<file path="config.mk">
export PLATFORM = sky130hd
export DESIGN_NAME = logic_unit_arbiter
export DESIGN_NICKNAME = d
export VERILOG_FILES = /design/src/rtl/logic_unit_arbiter.sv
export SDC_FILE = /design/constraint.sdc
export NUM_CORES = 1
export LEC_CHECK = 0
export BUFFER_PORTS_ARGS = -buffer_cell sky130_fd_sc_hd__buf_2
export CAP_MARGIN = 15
export CORE_MARGIN = 10
export CORE_UTILIZATION = 55
export CTS_CLUSTER_DIAMETER = 40
export DETAILED_ROUTE_END_ITERATION = 10
export PLACE_DENSITY = 0.87
export SLEW_MARGIN = 10
export SYNTH_ARGS = -nofsm -noshare
export SYNTH_HDL_FRONTEND = slang
export SYNTH_SLANG_ARGS = --single-unit
export TNS_END_PERCENT = 10
</file>
<file path="constraint.sdc">
create_clock -name clk -period 3.8 [get_ports clk]
set_clock_uncertainty 0.1 [all_clocks]
set_input_delay 0.19 -clock clk [delete_from_list [all_inputs] [get_ports clk]]
set_output_delay 0.19 -clock clk [all_outputs]
set_load 0.01 [all_outputs]
</file>
<file path="src/rtl/logic_unit_arbiter.sv">
// Two-requester round-robin front end for a shared 16-bit bitwise logic unit.
// The result sits in a single-entry output register until the consumer takes it.
module logic_unit_arbiter #(
   parameter int WIDTH = 16,
   parameter int OPW   = 2
) (
   input  logic             clk,
   input  logic             rst,
   input  logic             req0_valid,
   output logic             req0_ready,
   input  logic [OPW-1:0]   req0_op,
   input  logic [WIDTH-1:0] req0_a,
   input  logic [WIDTH-1:0] req0_b,
   input  logic             req1_valid,
   output logic             req1_ready,
   input  logic [OPW-1:0]   req1_op,
   input  logic [WIDTH-1:0] req1_a,
   input  logic [WIDTH-1:0] req1_b,
   output logic             rsp_valid,
   input  logic             rsp_ready,
   output logic             rsp_id,
   output logic [WIDTH-1:0] rsp_data
);

   logic             prio;
   logic             slot_free;
   logic             winner;
   logic             grant_any;
   logic [OPW-1:0]   win_op;
   logic [WIDTH-1:0] win_a;
   logic [WIDTH-1:0] win_b;
   logic [WIDTH-1:0] lu_result;

   // With a single valid requester the winner is simply that requester;
   // prio only breaks ties.
   always_comb begin
      slot_free  = !rsp_valid || rsp_ready;
      winner     = (req0_valid && req1_valid) ? prio : req1_valid;
      grant_any  = rst && slot_free && (req0_valid || req1_valid);
      req0_ready = grant_any && !winner;
      req1_ready = grant_any && winner;
   end

   always_comb begin
      win_op = winner ? req1_op : req0_op;
      win_a  = winner ? req1_a  : req0_a;
      win_b  = winner ? req1_b  : req0_b;
   end

   always_comb begin
      lu_result = '0;
      case (win_op)
         2'd0:    lu_result = win_a & win_b;
         2'd1:    lu_result = win_a | win_b;
         2'd2:    lu_result = win_a ^ win_b;
         default: lu_result = win_a & ~win_b;
      endcase
   end

   always_ff @(posedge clk or negedge rst) begin
      if (!rst) begin
         rsp_valid <= 1'b0;
         rsp_data  <= '0;
         rsp_id    <= 1'b0;
         prio      <= 1'b0;
      end else if (grant_any) begin
         rsp_valid <= 1'b1;
         rsp_data  <= lu_result;
         rsp_id    <= winner;
         prio      <= !winner;
      end else if (rsp_ready) begin
         rsp_valid <= 1'b0;
      end
   end

endmodule

</file>
==> reports/metrics.csv <==
stage;metric;value;unit
status;status;completed;
global_routing;gr usage total;19.7;%
sta;Worst slew margin;33.1;%
global_routing;global-route wire length before repair;12500;um
finish;most frequent cells in the layout;buf_2 (92), mux2i_1 (35), nand2_1 (31);
sta;Final Critical Period;2.75;ns
routing;number of DRC markers in iteration 0;209;
clock_network;# Post-CTS Setup Buffers;0;
finish;fin area;2940;um^2
power;Cell Int Power;539;uW
critical_path;CP Launch Type;flip-flop;
logic_synthesis;Primary FF master, synth;dfrtp_1;
routing;vias per cell;6.25;
finish;fraction of layout cells with a size suffix above 1;31.7;%
sta;unrepaired setup endpoints after global routing;no;
routing;routed len/inst;18.8;um
logic_synthesis;top-area cell type share of the netlist area;19.1;%
clock_network;Reg clk slew, reported paths;0.08;ns
sta;highest clock rate;0.364;GHz
job;number of max-cap violations;0;
critical_path;worst endpoint required time;3.87;ns
sta;Fin Setup TNS;0;ns
floorplanning;# IOs;93;
routing;TritonRoute pass-1 iters;5;
sta;max-slew violations;0;
logic_synthesis;synthesized net count;387;
clock_network;Clock Sink Count;19;
logic_synthesis;Synth area leaders;dfrtp_1 (19%), mux2i_1 (14%), nand4b_1 (9.8%), ha_1 (9.5%), nor2b_1 (7.5%);
clock_network;Root Buffer;clkbuf_8;
power;P_leak;1.43;nW
logic_synthesis;post-synthesis sequential area ratio;19.1;%
placed_design;HPWL Detailed;5860;um
power;Clock power frac;16.5;%
power;Reg power frac;30.2;%
clock_network;CTS max path bufs;2;
worst_hold_path;hold depth;3;
floorplanning;Die Span X;87.3;um
clock_network;number of buffers created by CTS;3;
placed_design;PortBufs;92;
finish;fin util;67.0;%
logic_synthesis;#FFs+latches synth;19;
clock_network;htree depth;1;
worst_hold_path;hold path start;req0_valid;
logic_synthesis;YS warnings;0;
logic_synthesis;Synth area leader;dfrtp_1;
critical_path;Worst Path Arrival;2.81;ns
routing;Antenna Violating Nets Remaining;0;
placed_design;Post-DP Area;2880;um^2
power;Gate power share;53.3;%
finish;Final #Nets;459;
placed_design;GPL Wtd Cong;0.810;
routing;final WL;7850;um
critical_path;crit end category;flip-flop;
routing;DRC errors left;0;
power;VDD IR-drop max;0.186;mV
worst_hold_path;Hold EP;rsp_valid;
power;Pwr per Cell Area;316;nW/um^2
finish;Layout area overhead;17.8;%
clock_network;CTS tree;yes;
floorplanning;initial core utilization;56.8;%
power;Sw Pwr;389;uW
worst_hold_path;hold crit path type;input port to flip-flop;
logic_synthesis;Mapped Cells;295;
logic_synthesis;Synth async-reset ratio;100;%
critical_path;Crit Reg-Reg Startpoint;prio;
sta;# setup viols final;0;
critical_path;reg2reg end;rsp_data[9];
global_routing;initial antenna violation count;0;
finish;most common cell after layout, fill and taps aside;buf_2;
critical_path;reg2reg setup slack;1.05;ns
floorplanning;Die Span Y;87.3;um
clock_network;Worst-Skew Late Latency;0.27;ns
placed_design;Cells after DPL;413;
logic_synthesis;EDFF count, synth;0;
sta;final period utilization;72.2;%
global_routing;largest net degree at the start of global routing;63;
logic_synthesis;synthesized cell area;2490;um^2
routing;via count;2614;
finish;fin cells;418;
floorplanning;area of the core;4380;um^2
finish;Inserted Diodes;0;
floorplanning;die area;7620;um^2
sta;Worst-Margin Slew;1.00;ns
logic_synthesis;Post-Syn Area per Cell;8.45;um^2
global_routing;vias in the first global route;2624;
global_routing;grt ovf;0;
sta;Final Hold Viols;0;
floorplanning;num rows;24;
logic_synthesis;distinct cell type count after synthesis;35;
power;Net Sw Frac;41.9;%
power;Final Total Pwr;927;uW
clock_network;cts hold-fix bufs;1;
clock_network;post-CTS sizing;0;
critical_path;crit-path max FO;31;
critical_path;WS Path Type;flip-flop to flip-flop;
critical_path;R2R cell count;6;
-- power by group through the flow --
| stage | registers (mW) | clock network (mW) | logic [mW] |
|---|---|---|---|
| final | 0.280 | 0.153 | 0.494 |
| after detailed placement | 0.284 | 0 | 0.489 |
| after global routing | 0.286 | 0.161 | 0.547 |
| after floorplan | 0.305 | 0 | 0.311 |
| after CTS | 0.280 | 0.153 | 0.492 |
| after global placement | 0.283 | 0 | 0.471 |
-- layer usage --
| layer | routed length [um] | vias to the layer above | global-route usage [%] |
|---|---|---|---|
| met2 | 3810 | 114 | 33.2 |
| li1 | - | 1243 | - |
| met4 | 121 | 0 | 7.54 |
| met3 | 648 | 14 | 4.03 |
| met1 | 3270 | 1243 | 23.8 |
| met5 | 0 | - | 0 |
-- final cells by class --
class / instances / area, um^2
clock buffer: 3 / 41.3
sequential: 19 / 475
timing repair buffer: 97 / 500
fill: 361 / 1450
tap: 52 / 65.1
clock inverter: 1 / 5.00
multi-input combinational: 242 / 1830
inverter: 4 / 15.0
-- critical path, stage by stage (launching register included) --
cell	delay (ns)
dfrtp_1	0.41
nand2b_4	0.31
nand2_2	0.19
mux2i_1	0.32
ha_1	0.56
nand2b_4	0.39
o311ai_1	0.36
-- flip-flops by register name, indices dropped and copies added, names as in the netlist --
| register | cells |
|---|---|
| rsp_id | 1 |
| prio | 1 |
| rsp_data | 16 |
| rsp_valid | 1 |
-- cells in the mapped netlist, types with 2 or more instances --
| library cell | number |
|---|---|
| o22ai_1 | 14 |
| nand2b_4 | 2 |
| mux2i_1 | 35 |
| clkbuf_1 | 13 |
| nand4b_1 | 28 |
| ha_1 | 19 |
| xnor2_1 | 2 |
| inv_1 | 3 |
| o21ai_0 | 15 |
| o311ai_2 | 10 |
| nand2b_1 | 2 |
| nor2b_1 | 30 |
| o311ai_1 | 4 |
| nand2_1 | 31 |
| buf_6 | 5 |
| a21oi_1 | 2 |
| buf_2 | 9 |
| buf_4 | 2 |
| nor2_1 | 6 |
| nand3_1 | 30 |
| dfrtp_1 | 19 |
-- worst max path at each step --
stage / startpoint / endpoint / slack [ns]
6_report: prio / rsp_data[9] / 1.05
3_3_place_gp: prio / rsp_data[9] / 1.18
5_1_grt: prio / rsp_data[5] / 0.83
3_5_place_dp: req1_valid / rsp_data[14] / 1.06
4_1_cts: prio / rsp_data[9] / 1.08
2_1_floorplan: prio / rsp_data[6] / 1.52
-- through the flow --
stage          worst slack [ns]  hold slack, ns
3_3_place_gp               1.18          0.0713
2_1_floorplan              1.52          -0.206
6_report                   1.05           0.114
5_1_grt                   0.833           0.146
3_5_place_dp               1.06          0.0804
4_1_cts                    1.08           0.118
-- kinds of logic after synthesis --
group,synth area share [%]
XOR/XNOR,0.703
multiplexers,14.1
flip-flops,19.1
AO/OA/AOI/OAI,17.4
AND/OR/NAND/NOR,31.8
adder cells (fa/ha/maj),9.54
buffers and inverters,7.38
Note: power is estimated with default switching activity, not from simulation.
